<file path="src/rtl/rc4_pkg.sv">
// Shared types and helpers for the RC4 key-scheduling datapath.
package rc4_pkg;

    localparam int unsigned S_SIZE          = 256;
    localparam int unsigned DEFAULT_KEY_LEN = 3;
    localparam int unsigned MAX_KEY_LEN     = 32;
    localparam int unsigned MAX_KEY_W       = 8 * MAX_KEY_LEN;

    typedef enum logic [2:0] {
        IDLE,
        RD_I,
        LT_I,
        RD_J,
        LT_J,
        WR_I,
        WR_J,
        DONE
    } ksa_state_t;

    // Byte k of a key_len-byte key; byte 0 is the most significant byte.
    function automatic logic [7:0] key_byte(input logic [MAX_KEY_W-1:0] key,
                                            input int unsigned          key_len,
                                            input int unsigned          k);
        logic [MAX_KEY_W-1:0] shifted;
        shifted = key >> (8 * (key_len - 1 - k));
        return shifted[7:0];
    endfunction

endpackage

</file>
<file path="src/rtl/ksa_key_byte_sel.sv">
// Key-byte selector: modulo-KEY_LEN byte index and the byte mux it drives.
module ksa_key_byte_sel
    import rc4_pkg::*;
#(
    parameter int unsigned KEY_LEN = DEFAULT_KEY_LEN
) (
    input  logic                 clk,
    input  logic                 reset,
    input  logic                 clear,
    input  logic                 advance,
    input  logic [8*KEY_LEN-1:0] key_reg,
    output logic [7:0]           key_byte_c
);

    localparam int unsigned    K_W    = (KEY_LEN > 1) ? $clog2(KEY_LEN) : 1;
    localparam logic [K_W-1:0] K_LAST = K_W'(KEY_LEN - 1);

    logic [K_W-1:0] k;

    // Byte index wraps at the key length without a divider.
    always_ff @(posedge clk or negedge reset) begin
        if (!reset) begin
            k <= '0;
        end else if (clear) begin
            k <= '0;
        end else if (advance) begin
            k <= (k == K_LAST) ? '0 : k + K_W'(1);
        end
    end

    // Current key byte feeds the j update.
    always_comb begin
        key_byte_c = key_byte(MAX_KEY_W'(key_reg), KEY_LEN, 32'(k));
    end

endmodule

</file>
<file path="src/rtl/ksa_shuffle.sv">
// RC4 key-scheduling shuffle over a 256x8 S RAM with 1-cycle read latency.
// Outputs are registered from the next state so each state presents its own
// address/data/wren during its cycle.
module ksa_shuffle
    import rc4_pkg::*;
#(
    parameter int unsigned KEY_LEN = DEFAULT_KEY_LEN
) (
    input  logic                 clk,
    input  logic                 reset,
    input  logic                 start,
    input  logic [8*KEY_LEN-1:0] secret_key,
    output logic [7:0]           address,
    output logic [7:0]           data,
    output logic                 wren,
    input  logic [7:0]           q,
    output logic                 selector,
    output logic                 finish
);

    localparam int unsigned KEY_W  = 8 * KEY_LEN;
    localparam logic [7:0]  LAST_I = 8'(S_SIZE - 1);

    ksa_state_t       state;
    ksa_state_t       next_state;

    logic [7:0]       i;
    logic [7:0]       j;
    logic [7:0]       si;
    logic [7:0]       sj;
    logic [KEY_W-1:0] key_reg;

    logic [7:0]       i_nxt;
    logic [7:0]       j_nxt;
    logic [7:0]       si_nxt;
    logic [7:0]       sj_nxt;
    logic [KEY_W-1:0] key_nxt;

    logic [7:0]       address_nxt;
    logic [7:0]       data_nxt;
    logic             wren_nxt;
    logic             selector_nxt;
    logic             finish_nxt;

    logic             k_clear_c;
    logic             k_advance_c;
    logic [7:0]       key_byte_c;

    ksa_key_byte_sel #(
        .KEY_LEN    (KEY_LEN)
    ) u_key_sel (
        .clk        (clk),
        .reset      (reset),
        .clear      (k_clear_c),
        .advance    (k_advance_c),
        .key_reg    (key_reg),
        .key_byte_c (key_byte_c)
    );

    // State, datapath and output registers.
    always_ff @(posedge clk or negedge reset) begin
        if (!reset) begin
            state    <= IDLE;
            i        <= '0;
            j        <= '0;
            si       <= '0;
            sj       <= '0;
            key_reg  <= '0;
            address  <= '0;
            data     <= '0;
            wren     <= 1'b0;
            selector <= 1'b0;
            finish   <= 1'b0;
        end else begin
            state    <= next_state;
            i        <= i_nxt;
            j        <= j_nxt;
            si       <= si_nxt;
            sj       <= sj_nxt;
            key_reg  <= key_nxt;
            address  <= address_nxt;
            data     <= data_nxt;
            wren     <= wren_nxt;
            selector <= selector_nxt;
            finish   <= finish_nxt;
        end
    end

    // Next state, datapath updates, and outputs for the state being entered.
    always_comb begin
        next_state   = state;
        i_nxt        = i;
        j_nxt        = j;
        si_nxt       = si;
        sj_nxt       = sj;
        key_nxt      = key_reg;
        k_clear_c    = 1'b0;
        k_advance_c  = 1'b0;
        address_nxt  = '0;
        data_nxt     = '0;
        wren_nxt     = 1'b0;
        selector_nxt = 1'b0;
        finish_nxt   = 1'b0;

        case (state)
            IDLE: begin
                if (start) begin
                    key_nxt    = secret_key;
                    i_nxt      = '0;
                    j_nxt      = '0;
                    k_clear_c  = 1'b1;
                    next_state = RD_I;
                end
            end
            RD_I: next_state = LT_I;
            LT_I: begin
                si_nxt     = q;
                j_nxt      = j + q + key_byte_c;
                next_state = RD_J;
            end
            RD_J: next_state = LT_J;
            LT_J: begin
                sj_nxt     = q;
                next_state = WR_I;
            end
            WR_I: next_state = WR_J;
            WR_J: begin
                if (i == LAST_I) begin
                    next_state = DONE;
                end else begin
                    i_nxt       = i + 8'd1;
                    k_advance_c = 1'b1;
                    next_state  = RD_I;
                end
            end
            DONE:    next_state = IDLE;
            default: next_state = IDLE;
        endcase

        case (next_state)
            RD_I: begin
                address_nxt  = i_nxt;
                selector_nxt = 1'b1;
            end
            LT_I: begin
                address_nxt  = i;
                selector_nxt = 1'b1;
            end
            RD_J: begin
                address_nxt  = j_nxt;
                selector_nxt = 1'b1;
            end
            LT_J: begin
                address_nxt  = j;
                selector_nxt = 1'b1;
            end
            WR_I: begin
                address_nxt  = i;
                data_nxt     = sj_nxt;
                wren_nxt     = 1'b1;
                selector_nxt = 1'b1;
            end
            WR_J: begin
                address_nxt  = j;
                data_nxt     = si;
                wren_nxt     = 1'b1;
                selector_nxt = 1'b1;
            end
            DONE:    finish_nxt = 1'b1;
            default: ;
        endcase
    end

endmodule

</file>
<file path="config.mk">
export PLATFORM = sky130hd
export DESIGN_NAME = ksa_shuffle
export DESIGN_NICKNAME = d
export VERILOG_FILES = /design/src/rtl/rc4_pkg.sv /design/src/rtl/ksa_key_byte_sel.sv /design/src/rtl/ksa_shuffle.sv
export SDC_FILE = /design/constraint.sdc
export NUM_CORES = 1
export LEC_CHECK = 0
export ABC_AREA = 0
export BUFFER_PORTS_ARGS = -buffer_cell sky130_fd_sc_hd__buf_2
export CORE_MARGIN = 10
export CORE_UTILIZATION = 45
export DETAILED_ROUTE_END_ITERATION = 6
export PLACE_DENSITY = 0.74
export SLEW_MARGIN = 20
export SYNTH_ARGS = -nofsm -noshare
export SYNTH_HDL_FRONTEND = slang
export SYNTH_SLANG_ARGS = --single-unit
export TNS_END_PERCENT = 50
</file>
<file path="constraint.sdc">
create_clock -name clk -period 10.1 [get_ports clk]
set_clock_uncertainty 0.15 [all_clocks]
set_input_delay 1.01 -clock clk [delete_from_list [all_inputs] [get_ports clk]]
set_output_delay 1.01 -clock clk [all_outputs]
set_load 0.02 [all_outputs]
</file>
=== Word-level counts from Yosys, hierarchy flattened ===
Cells that the tools add are included.
W data, S select, Z words.

* Register bits after elaboration: 80
* Input port bits: 35
* Output and inout port bits: 19
* Logic and storage cells: 62

* Add/subtract/negate cells: 5
* Eq/ne operators: 16
* Shifts and indexed selects: 1
* Multiplexer cells: 21
* Reduce and logical (&&, ||, !) cells: 7

{| class="wikitable"
|+ Operator list
! operator !! number
|-
| $pmux W8 S2 || 3
|-
| $mux W8 || 4
|-
| $pmux W8 S4 || 1
|-
| $shr A24 B32 Y8 || 1
|-
| $eq A3 B3 Y1 const B || 8
|-
| $pmux W3 S8 || 1
|-
| $add A8 B8 Y8 || 2
|-
| $eq A3 B2 Y1 const B || 4
|-
| $add A8 B1 Y8 const B || 1
|-
| $eq A8 B8 Y1 const B || 1
|-
| $mux W1 || 7
|-
| $eq A3 B1 Y1 const B || 2
|-
| $mux W2 || 3
|-
| $mux W3 || 2
|-
| $reduce_or A2 Y1 || 3
|-
| $reduce_or A6 Y1 || 1
|-
| $logic_not A3 Y1 || 1
|-
| $sub A2 B2 Y3 const A || 1
|-
| $add A2 B1 Y2 const B || 1
|-
| $eq A2 B2 Y1 const B || 1
|-
| $reduce_and A2 Y1 || 1
|-
| $reduce_bool A2 Y1 || 1
|}

=== Depth between registers and ports, before layout ===
Gate-level depths: netlist (run 1).

* Depth in word-level cells: 6
* Gate-level depth with buffers: 18
* Depth with buffers taken out: 15

=== By module ===
Synthesis (run 1) repeated with hierarchy kept, for this count alone.

* Cell total of the unflattened synthesis: 363
* Area total of the unflattened synthesis: 3946.3 um^2

{| class="wikitable"
|+ By module, submodules not included
! module !! times used !! cells an instance !! area an instance (um^2) !! sequential area each (um^2)
|-
| ksa_shuffle || 1 || 324 || 3580.9 || 1751.7
|-
| ksa_key_byte_sel || 1 || 39 || 365.4 || 50.0
|}

=== Least setup slack after synthesis (run 1) ===
OpenSTA, ideal clock, no wires.

* Path type: register to register
* Start point: register u_key_sel.k[0]
* End point: register address[7]
* Library setup time: 126 ps
* Data arrival time: 3655 ps
* Required time: 9824 ps
* Setup slack: 6169 ps
* Cell stages (with the launch flop): 19
* Path buffers: 3
* Period minus slack after synthesis: 3931 ps
* Path through: dfrtp_1 buf_2 inv_1 ha_1 buf_4 and2_1 clkbuf_1 nand2_1 o21ai_0 nand2b_1 fa_1 inv_1 ha_1 fa_1 a211oi_1 o21ai_0 a21oi_1 xnor2_1 a221o_1

* Word-level cells in the longest chain between the ends: 5

{| class="wikitable"
|+ Ends and longest elaborated chain
! element !! line !! RTL
|-
| from (decl) || ksa_key_byte_sel.sv:18 || <nowiki>logic [K_W-1:0] k;</nowiki>
|-
| from (signal assigned) || ksa_key_byte_sel.sv:27 || <nowiki>k <= (k == K_LAST) ? '0 : k + K_W'(1);</nowiki>
|-
| $sub A2 B2 Y3 || rc4_pkg.sv:25 || <nowiki>shifted = key >> (8 * (key_len - 1 - k));</nowiki>
|-
| $shr A24 B32 Y8 || rc4_pkg.sv:25 ||
|-
| $add A8 B8 Y8 || ksa_shuffle.sv:118 || <nowiki>j_nxt = j + q + key_byte_c;</nowiki>
|-
| $pmux W8 S2 || ksa_shuffle.sv:105 || <nowiki>case (state)</nowiki>
|-
| $pmux W8 S4 || ksa_shuffle.sv:140 || <nowiki>case (next_state)</nowiki>
|-
| net address_nxt[7] || ksa_shuffle.sv:39 || <nowiki>logic [7:0] address_nxt;</nowiki>
|-
| to (signal assigned) || ksa_shuffle.sv:81 || <nowiki>address <= address_nxt;</nowiki>
|-
| to (decl) || ksa_shuffle.sv:13 || <nowiki>output logic [7:0] address,</nowiki>
|}

The timed path passes the listed nets, and every way through them passes these cells.
A chain may end at the register's enable or synchronous reset.

=== Worst setup path in the final report (run 1) ===
Ends and elaborated chain as after synthesis.

==> impl.org, run 1 <==
** Layout
- At the end of the flow the core is filled with cells to 52.4%.
- The register with the most flip-flops in the layout has 24 of them.
- Final instance area :: 4370 µm²
- In the final layout, the multi-input gates occupy 1920 µm².
- After the last flow step, the layout net total stands at 509.
- The area growth from synthesis to layout is 12.2%.
- Area used by sequential logic in the layout :: 1800 µm²
- Fillcell total :: 820
- Once layout is complete, the cells apart from fillers number 566.
- Share of post-route cells with drive strength above 1 :: 18.2%
- Number of antenna repair diodes :: 0

** Placement
- Final GP Congestion :: 0.919
- HPWL after DPL :: 6420 µm
- Prior to clock tree synthesis, the placed netlist has a worst setup slack of 5.82 ns.
- Area post-placement :: 4190 µm²
- In this run the tool buffered the top-level ports with 53 buffer cells.
- Total instance count after detailed placement :: 550

** Critical path
- The critical path goes through inv_1, ha_1, and2_1, nand2_1, o21ai_0, nand2b_1, fa_1, inv_1, ha_1, fa_1, a211oi_1, o21ai_0, a21oi_1, xnor2_1, a221o_1.
- By startpoint and endpoint, the worst setup path is classified as flip-flop to flip-flop.
- Kind of end point of the critical path :: flip-flop
- The critical path contains buffers and inverters numbering 2 combined.
- Library cell contributing the largest single delay on the critical path :: ha_1
- For this run, the slowest stage of the critical path takes 0.59 ns.
- Arrival time of the worst setup path :: 4.38 ns
- STA classifies the critical path startpoint as a flip-flop.
- Kind of cell with the highest combined delay on the critical path :: adder cells
- Along the worst path, the maximum fanout reaches 12.
- Critical Path RT :: 10.19 ns

** Clock tree
- CTS H-tree depth :: 3
- Post-CTS clock slew at the launch and capture registers of the worst setup and hold paths :: 0.08 ns
- Clock latency on the worst-skew pair, taken at its later pin, is 0.35 ns.
- Clock sinks :: 72
- The longest clock path from root to sink contains 2 buffers.
- The tree is rooted in a clkbuf_8.
- Buffers inserted during post-CTS setup optimization :: 0
- Count of hold buffers inserted by post-cts repair :: 0
- Once the clock tree was built, the resizer swapped 0 gates to a different size.
- Clock tree from TritonCTS :: built
- Number of buffers created by CTS :: 9

** Power
- For this design the static power due to leakage is 2.22 nW.
- Internal power comes to 0.808 mW.
- Switch Pwr :: 0.642 mW
- In this run switching power makes up 44.3% of total power.
- Worst supply voltage drop on vdd :: 0.000130 V
- Summing internal, switching and leakage power gives 1.45 mW.
- Sequential power share :: 33.6%
- Power spread over the standard cell area amounts to 331 nW/µm².
- In this run, the combinational gates consume 52.4% of the power.
- Part of the power in the clock network :: 14.0%

** Global route
- Global routing used 14.5% of the available tracks.
- GRT Residual Overflow :: 0
- Via count of the first global-routing pass :: 3088
- Entering global routing, the biggest net connects 73 pins.
- Initial antenna violation count :: 0
- Global-route wire length before repair :: 15300 µm

** Timing
- The final critical path takes up 42.5% of the cycle.
- The number of slew-limit violations in the final report came to 0.
- Measured slew at the worst slew-check pin :: 1.01 ns
- In this run the tightest slew margin relative to its limit is 33.0%.
- Final worst slack :: 5.81 ns
- Setup repair after global routing missed its margin :: false
- Aggregate negative setup slack :: 0 ns
- Final setup violation count :: 0
- Counting I/O delays and the setup requirement, the final critical path takes 4.29 ns.
- Worst hold slack across all endpoints :: 0.325 ns
- Derived from the worst setup path, the maximum achievable clock frequency is 233 MHz.
- Hold Violations, Final :: 0

** Floorplan
- Die area :: 12800 µm²
- The floorplan step set the die height to 113 µm.
- Area of the core :: 8340 µm²
- The initial utilization of the core area, before any placement, comes to 46.7%.
- Die extent in x :: 113 µm
- The floorplan has 33 rows.
- Pin placement for this block handled 54 I/O pins.

** Detailed routing
- Total Routed Length :: 8870 µm
- The detailed router placed 3014 vias in this run.
- Dividing the detail-routed via count by the number of cells gives 5.33.
- Number of violations reported at the end of detailed-routing iteration 0 :: 172
- First drt pass iteration count :: 4
- DRC :: 0
- In the final routed layout, each cell accounts on average for 15.7 µm.
- Post-route ant nets :: 0

** Logic synthesis
- During synthesis, Yosys emitted a total of 0 warnings.
- The biggest area contributor in the post-synthesis netlist is dfrtp_1.
- Number of cells produced by synthesis :: 414
- For this run, asynchronously set or reset flops after synthesis account for 100%.
- Number of enable flip-flop cells after synthesis :: 0
- Syn avg cell area :: 9.41 µm²
- For this run, the leading register cell type out of synthesis is dfrtp_1.
- In this run the biggest area consumer among cell types represents 46.2% of the synthesized area.
- Cells taking the most area after synthesis :: dfrtp_1 46%, nand2_1 10%, mux2i_1 5.9%, fa_1 4.1%, nor2_1 3.3%
- Sequential elements use 46.2% of the synthesized area.
- The synthesized netlist occupies a cell area of 3900 µm².
- Counting flops and latches in the post-synthesis netlist gives 72.
- The number of nets handed over by synthesis was 467.
- Number of distinct library cell variants in the gate-level netlist after synthesis :: 53

** Worst hold path
- The min-delay analysis places its worst path in the category flip-flop to flip-flop.

** Outcome
- Status :: finished, final reports clean

** Job
- Across the run, the number of max-cap violations was 0.
==> power groups by stage <==
stage	sequential [mW]	clock, mW	combinational, mW
floorplan	0.477	0	0.590
global placement	0.487	0	0.717
detailed placement	0.492	0	0.749
CTS	0.485	0.210	0.756
global route	0.500	0.222	0.864
finish	0.486	0.203	0.760
==> worst min-delay path: cells and delay by family, from the launching register on <==
| family | cells | cell delay (ns) |
|---|---|---|
| flip-flops | 1 | 0.34 |
| AND/OR/NAND/NOR | 2 | 0.11 |
==> synthesized netlist by cell type, types with 2 or more instances <==
master	n
a211o_1	2
a211oi_1	4
a21o_1	6
a21oi_1	15
a22o_1	6
a22oi_1	7
a31oi_1	2
buf_2	7
buf_4	4
buf_6	2
clkbuf_1	10
dfrtp_1	72
fa_1	8
ha_1	10
inv_1	14
mux2_2	6
mux2i_1	23
nand2_1	109
nand2b_1	4
nand3_1	10
nand3b_1	2
nand4_1	2
nor2_1	34
nor3_1	2
o21a_1	2
o21ai_0	19
o221ai_1	3
xnor2_1	3
xor2_1	2
==> metal layers <==
metal / global-route usage, % / vias to the layer above / wire length [µm]
li1: - / 1485 / -
met1: 18.9 / 1433 / 4050
met2: 22.5 / 86 / 4140
met3: 5.07 / 10 / 577
met4: 3.55 / 0 / 99
met5: 0 / - / 0
==> cells by family after synthesis <==
| group | count (synthesis) | synth area share [%] |
|---|---|---|
| mux | 29 | 7.64 |
| fa+ha+maj | 18 | 7.32 |
| simple gates | 177 | 19.9 |
| buf+inv | 39 | 4.78 |
| flops | 72 | 46.2 |
| compound gates | 74 | 13.0 |
| xor+xnor | 5 | 1.12 |
==> cell type report <==
cell class,instances,area share [%]
clock buffers,12,3.32
clock inverters,4,0.687
inverters,14,1.20
multi-input cells,303,44.0
flip-flops and latches,72,41.2
well taps,105,3.00
repair buffers,56,6.58
==> worst paths after layout <==
kind,start,endpoint,slack [ns],depth (start not counted)
min in group asynchronous,reset,data[0],0.71,2
worst min-delay path,si[6],si[6],0.32,2
worst max register to register,u_key_sel.k[0],address[7],5.81,15
worst min register to register,si[6],si[6],0.32,2
worst max-delay path,u_key_sel.k[0],address[7],5.81,15
max in group asynchronous,reset,key_reg[4],8.50,2
==> layout by cell type, fill, tap and decap left out, types with 2 or more instances in the layout <==
| cell | netlist | routed |
|---|---|---|
| nand4_1 | 2 | 2 |
| a22o_1 | 6 | 6 |
| nand2_1 | 109 | 109 |
| a211o_1 | 2 | 2 |
| o21ai_0 | 19 | 19 |
| o221ai_1 | 3 | 3 |
| nand2b_1 | 4 | 4 |
| clkinv_4 | 0 | 2 |
| clkbuf_8 | 0 | 10 |
| buf_2 | 7 | 53 |
| nand3_1 | 10 | 10 |
| o21a_1 | 2 | 2 |
| a31oi_1 | 2 | 2 |
| ha_1 | 10 | 10 |
| nor2_1 | 34 | 34 |
| inv_1 | 14 | 14 |
| a21oi_1 | 15 | 15 |
| xnor2_1 | 3 | 3 |
| mux2i_1 | 23 | 23 |
| mux2_2 | 6 | 6 |
| a21o_1 | 6 | 6 |
| xor2_1 | 2 | 2 |
| fa_1 | 8 | 8 |
| buf_4 | 4 | 3 |
| a211oi_1 | 4 | 4 |
| clkbuf_1 | 10 | 2 |
| a22oi_1 | 7 | 7 |
| nand3b_1 | 2 | 2 |
| nor3_1 | 2 | 2 |
| dfrtp_1 | 72 | 72 |
Power figures use the tool's default switching activity.
==> run 2: changes to the inputs <==
PLACE_DENSITY = 0.76   (was 0.74)
clock period = 3.7 ns   (was 10.1 ns; I/O delays follow)
==> impl.org, run 2 (synthesized netlist as in run 1, its figures left out) <==
** Critical path
- Library cell contributing the largest single delay on the critical path :: fa_1
- The largest single stage delay on the critical path is 0.54 ns.
- STA classifies the critical path startpoint as a flip-flop.
- Worst-path fanout max :: 5
- Kind of end point of the critical path :: flip-flop
- Traced cell by cell, the critical path runs through inv_1, ha_4, buf_4, mux2i_1, nor2_1, a21oi_1, nor2_1, fa_1, fa_2, a211oi_2, o21ai_1, a21oi_1, xnor2_1, a221o_1.
- STA puts the critical path data required time at 3.78 ns.
- By startpoint and endpoint, the worst setup path is classified as flip-flop to flip-flop.
- Data on the critical path arrives at its endpoint at 3.61 ns.

** Placement
- After legalization and detailed placement, the total HPWL measured 6480 µm.
- Buffers on Ports :: 53
- The congestion estimate from routability-driven global placement came to 0.922.

** Timing
- After routing, the total negative slack on setup checks comes to 0 ns.
- The number of slew-limit violations in the final report came to 0.
- Timing-limited maximum frequency :: 283 MHz
- Final Critical Period :: 3.54 ns
- Slew headroom :: 33.9%
- Setup repair after global routing missed its margin :: true
- Measured slew at the worst slew-check pin :: 0.991 ns
- Final setup violation count :: 0
- Of the available clock period, the critical path in the final layout requires 95.6%.
- Hold Violations, Final :: 0

** Global route
- Summed over all layers, the global routing overflow is 0.
- Entering global routing, the biggest net connects 73 pins.
- The number of global-route vias before repair came to 3207.
- For met3 alone, demand over resource in global routing was 3.75%.
- Global routing used 22.5% of the available met2 tracks.
- Met1 Track Usage GR :: 18.3%
- The first global-routing pass estimated 15400 µm of wire.
- Initial antenna violation count :: 0
- In the global route stage, overall resource usage came out at 14.5%.
- Grt peak-use layer :: met2

** Power
- Across the VDD grid, the largest voltage drop is 0.000332 V.
- For this design the static power due to leakage is 2.26 nW.
- Combinational logic burns 53.8% of the power.
- Summed over all nets, the switching power comes to 1.79 mW.
- Sequential cells burn 32.0% of the power.
- Cell Int Power :: 2.34 mW
- Net switching is 43.4% of the power.
- The clock network accounts for 14.3% of the total power.
- In this run the power density over the cells is 931 nW/µm².

** Layout
- The area growth from synthesis to layout is 13.9%.
- The repair_antennas step left the layout with diodes totalling 0.
- The library cell used most frequently in the layout, excluding fill and tap cells, is nand2_1.
- Net count of the finished layout :: 515
- Share of post-route cells with drive strength above 1 :: 19.8%
- Area used by sequential logic in the layout :: 1800 µm²
- Fill cells in the final layout number 745.
- Final core occ :: 53.2%
- Max FFs per register :: 24
- Highest-count cells in the layout ignoring fill and taps :: 109 x nand2_1, 72 x dfrtp_1, 53 x buf_2
- In the final layout, the multi-input gates occupy 1950 µm².

** Outcome
- The flow ran to the end, and the final reports show no timing, DRC or antenna violations.

** Clock tree
- Count of hold buffers inserted by post-cts repair :: 0
- TritonCTS created 9 clock buffers.
- CTS Root Buffer Type :: clkbuf_8
- CTS H-tree depth :: 3
- Post-CTS clock slew at the launch and capture registers of the worst setup and hold paths :: 0.07 ns
- TritonCTS built the clock tree.
- At the later pin of the worst-skew pair, clock insertion delay measures 0.34 ns.
- Counting every sink on the clock net gives 72.
- Counting along the longest clock path gives a buffer depth of 2.

** Detailed routing
- Number of violations reported at the end of detailed-routing iteration 0 :: 150
- Post-route ant nets :: 0
- First drt pass iteration count :: 5
- In the final routed layout, each cell accounts on average for 16.0 µm.
- DRC :: 0
- The routed layout has 3099 vias.
- Post-DR vias/cell :: 5.45
- For this block, the routed nets add up to 9120 µm of wire.

** Job
- Across the run, the number of max-cap violations was 0.

** Worst hold path
- The path class of the tightest hold or removal check is input pin to flip-flop.

** Floorplan
- The floorplan has 33 rows.
- Io pins :: 54
- Die area :: 12800 µm²
- Area of the core :: 8340 µm²
- Initial core utilization :: 46.7%
- In this run the horizontal extent of the chip is 113 µm.
- From bottom edge to top edge, the die measures 113 µm.
[run 2: final cells by class]
class / instances / area share, %
Clock buffer: 12 / 3.27
Clock inverter: 1 / 0.676
Inverter: 14 / 1.18
Multi-Input combinational cell: 303 / 43.8
Sequential cell: 72 / 40.6
Tap cell: 105 / 2.96
Timing Repair Buffer: 62 / 7.50
[run 2: critical path: cells and delay by family (launching register included)]
kind,cells,cell delay [ns]
DFF,1,0.35
AOI/OAI and AO/OA,5,0.99
buffers and inverters,2,0.23
adders and majority gates,3,1.29
xor gates and xnor gates,1,0.10
and+or+nand+nor,2,0.14
muxes,1,0.17
[run 2: per-layer routing]
metal | wire [µm] | part of all wire (%)
met1 | 3990 | 44
met2 | 4240 | 47
met3 | 692 | 7.6
met4 | 197 | 2.2
met5 | 0 | 0
[run 2: power by group through the flow]
stage	registers (mW)	clock network (mW)	logic, mW
5_1_grt	1.37	0.642	2.47
4_1_cts	1.32	0.601	2.15
3_3_place_gp	1.33	0	2.03
3_5_place_dp	1.34	0	2.13
2_1_floorplan	1.30	0	1.64
6_report	1.32	0.589	2.22
[run 2: final timing paths]
| kind | slack (ns) | start | cells past startpoint | end |
|---|---|---|---|---|
| max reg2reg | 0.16 | u_key_sel.k[0] | 14 | address[7] |
| min | 0.06 | secret_key[3] | 3 | key_reg[3] |
| max in group asynchronous | 2.74 | reset | 2 | key_reg[6] |
| min reg2reg | 0.32 | key_reg[20] | 2 | key_reg[20] |
| max | 0.16 | u_key_sel.k[0] | 14 | address[7] |
| min in group asynchronous | 0.08 | reset | 2 | wren |
[run 2: repair_timing]
item	4_1_cts	5_1_grt
setup endpoints to repair	1	5
pin swaps	0	3
setup buffers	0	1
resized for setup	1	7
[run 2: metrics by stage]
step	hold WS (ns)	instance area [µm²]	setup WS (ns)	cells	power [mW]
detailed placement	0.313	4240	-0.0422	555	3.47
floorplan	-0.0756	3910	0.00144	414	2.94
finish	0.0634	4440	0.163	569	4.13
global placement	0.308	4240	0.118	555	3.36
CTS	0.0544	4410	0.00796	568	4.07
global route	0.0665	4440	-0.0121	569	4.48
==> run 3: changes to the inputs <==
ABC_AREA = 1   (was 0)
HOLD_SLACK_MARGIN = 0.1   (was unset)
PLACE_DENSITY = 0.77   (was 0.76)
==> impl.org, run 3 <==
** Outcome
- Status :: finished, final reports clean

** Critical path
- For this run, the slowest stage of the critical path takes 0.49 ns.
- STA classifies the critical path startpoint as a flip-flop.
- STA puts the critical path data required time at 3.79 ns.
- The largest individual stage delay along the critical path comes from the cell fa_1.
- Kind of end point of the critical path :: flip-flop
- For the worst setup path, the data arrival time is 3.48 ns.
- Kind of critical path :: flip-flop to flip-flop
- Series of cell instances along the critical path :: inv_1, ha_1, inv_1, nand3_1, o21ai_0, nand2_1, fa_1, inv_1, ha_1, fa_1, nand3_1, nand3b_1, nand3_1, nand2_1, a21oi_1, nand2_1
- In this run the worst path has a maximum fanout of 9.

** Floorplan
- For this design the top-level I/O count stands at 54.
- From bottom edge to top edge, the die measures 112 µm.
- Area of the core :: 8220 µm²
- From left edge to right edge, the die measures 112 µm.
- The die covers 12600 µm².
- The initialized floorplan defines 33 standard-cell rows.
- Initial core utilization :: 46.4%

** Layout
- From synthesis to final layout, the design area changed by 21.3%.
- The net count of the finished layout is 598.
- Number of antenna repair diodes :: 0
- Max FFs per register :: 24
- Counting the fill cells in the layout gives 725.
- Final instance area :: 4630 µm²
- The library cells used most frequently in the layout, excluding fill and tap cells, are 189 x nand2_1, 72 x dfrtp_1, 53 x buf_2.
- At the end of the flow the core is filled with cells to 56.3%.
- The post-route netlist has 18.4% of its cells at a drive strength greater than 1.
- The library cell used most frequently in the layout, excluding fill and tap cells, is nand2_1.
- Final Instance Count excl. Fillers :: 655

** Timing
- Final setup violation count :: 0
- Worst hold slack across all endpoints :: 0.161 ns
- Slew headroom :: 32.8%
- Crit share post-route :: 91.8%
- For the pin with the worst max-slew slack, the measured transition is 1.01 ns.
- The total count of hold-check failures in the final report is 0.
- For the final routed database, the setup TNS stands at 0 ns.
- In the post-route analysis, the smallest setup slack over all paths is 0.302 ns.
- Based on the critical path, the design can be clocked at up to 294 MHz.
- Setup repair after global routing left no endpoint under its margin.
- Final Critical Period :: 3.40 ns
- Pins over their slew limit :: 0

** Placement
- Setup slack after placement :: 0.405 ns
- Final GP Congestion :: 0.961
- In this run the cell area measured after placement is 4160 µm².
- Buffers on Ports :: 53
- After detailed placement, the design holds a cell count of 614.
- HPWL after DPL :: 6870 µm

** Detailed routing
- For this block, the initial DRC count from the detailed router was 150.
- After detailed routing, the number of remaining DRC violations is 0.
- Total Routed Length :: 9320 µm
- Using the TritonRoute via totals, the vias-per-cell ratio works out to 5.12.
- First drt pass iteration count :: 4
- Dividing the detail-routed wire length by the instance count gives 14.2 µm.
- Post-route ant nets :: 0
- The detailed router placed 3354 vias in this run.

** Logic synthesis
- Number of distinct library cell variants in the gate-level netlist after synthesis :: 32
- Yosys attributes the largest share of cell area to dfrtp_1 47%, nand2_1 19%, nand3_1 4.9%, fa_1 4.2%, ha_1 3.3%.
- Post-synthesis instance area :: 3810 µm²
- The largest total area in the synthesized netlist belongs to dfrtp_1.
- Number of enable flip-flop cells after synthesis :: 0
- After synthesis the netlist holds a flip-flop and latch count of 72.
- Syn avg cell area :: 8.15 µm²
- Area share of the largest cell type after synthesis :: 47.2%
- Synthesis produced 468 cells.
- In the synthesized netlist the dominant register cell turns out to be dfrtp_1.
- In the synthesized netlist the async set-or-reset flop fraction comes to 100%.
- The number of nets handed over by synthesis was 521.
- The Yosys step of the flow raised 0 warnings.
- Sequential share of the synthesized area :: 47.2%
- Among all cell types in the netlist, the one instantiated most often is nand2_1.
- Post-synth top cells :: 189 x nand2_1, 72 x dfrtp_1, 37 x nand3_1

** Global route
- Global routing used 15.1% of the available tracks.
- Entering global routing, the biggest net connects 45 pins.
- The first global-routing pass estimated 16000 µm of wire.
- Initial antenna violation count :: 0
- Via count of the first global-routing pass :: 3422
- GRT Residual Overflow :: 0

** Clock tree
- The tree is rooted in a clkbuf_8.
- No sink is reached through more buffers than the 2 on the longest clock path.
- The clock tree synthesis step divided the H-tree into 3 levels.
- Clock tree from TritonCTS :: built
- After clock tree synthesis, the setup repair step added 0 buffers.
- Clock sinks :: 72
- After clock tree synthesis, the repair step resized 0 gates.
- Number of buffers created by CTS :: 9
- Buffers inserted to repair hold after CTS numbered 25.
- Clock latency on the worst-skew pair, taken at its later pin, is 0.35 ns.
- Post-CTS clock slew at the launch and capture registers of the worst setup and hold paths :: 0.08 ns

** Power
- Part of the power in the clock network :: 16.5%
- Pwr Total :: 4.18 mW
- P_leak :: 2.50 nW
- The worst-case IR drop observed on VDD is 0.000425 V.
- In this run the power density over the cells is 905 nW/µm².
- Of the total power, combinational logic draws 52.2%.
- In this run switching power makes up 45.5% of total power.
- Sequential power share :: 31.3%
- Summed over all nets, the switching power comes to 1.91 mW.
- Cell Int Power :: 2.28 mW

** Job
- The tool flagged a number of max-cap violations equal to 0.

** Worst hold path
- Tightest Hold Check Type :: input pin to flip-flop
## run 3: changes by cell type after synthesis, moves of 6 or more
cell | before | now
mux2_2 | 6 | 0
inv_2 | 0 | 9
nand4_1 | 2 | 9
nand3_1 | 10 | 37
mux2i_1 | 23 | 0
inv_1 | 14 | 33
a21oi_1 | 15 | 21
nand2_1 | 109 | 189
nor2_1 | 34 | 8
a22oi_1 | 7 | 0
a22o_1 | 6 | 0
## run 3: critical path, delay by kind of cell (launching register included)
kind            cells  cell delay, ns
compound gates      2            0.22
simple gates        7            0.65
fa+ha+maj           4            1.47
flops               1            0.38
buf+inv             3            0.39
## run 3: cell families after synthesis
family / Yosys count / synth area share [%]
buffers and inverters: 57 / 6.14
DFF: 72 / 47.2
and+or+nand+nor: 266 / 30.7
AOI/OAI and AO/OA: 55 / 8.43
adders and majority gates: 18 / 7.48
## run 3: worst paths after layout
path	endpoint	slack (ns)	cells past startpoint	startpoint
worst max-delay path	address[5]	0.30	16	u_key_sel.k[1]
worst min-delay path	data[6]	0.16	3	q[6]
worst max register to register	address[5]	0.30	16	u_key_sel.k[1]
worst min register to register	key_reg[8]	0.33	2	key_reg[8]
max in group asynchronous	u_key_sel.k[0]	1.97	3	reset
min in group asynchronous	si[5]	0.42	2	reset
## run 3: per-layer routing
| metal | part of all wire [%] | GRT usage (%) | vias up |
|---|---|---|---|
| met2 | 48 | 24.7 | 98 |
| met5 | 0 | 0 | - |
| met1 | 44 | 18.6 | 1585 |
| met3 | 6.3 | 4.05 | 11 |
| met4 | 1.4 | 5.84 | 0 |
| li1 | - | - | 1660 |
## run 3: power by group through the flow
| stage | logic (mW) | registers (mW) | clock network (mW) |
|---|---|---|---|
| CTS | 2.18 | 1.31 | 0.697 |
| detailed placement | 2.15 | 1.32 | 0 |
| finish | 2.18 | 1.31 | 0.689 |
| floorplan | 1.60 | 1.33 | 0 |
| global route | 2.52 | 1.35 | 0.730 |
| global placement | 2.07 | 1.31 | 0 |
## run 3: cell type report
cell class	instances	area (µm²)	share of cell area, %
multi-input combinational	339	1780	38.4
timing repair buffer	81	538	11.6
clock inverter	7	95.1	2.06
tap	105	131	2.84
inverter	42	158	3.41
clock buffer	9	124	2.68
sequential	72	1800	39.0
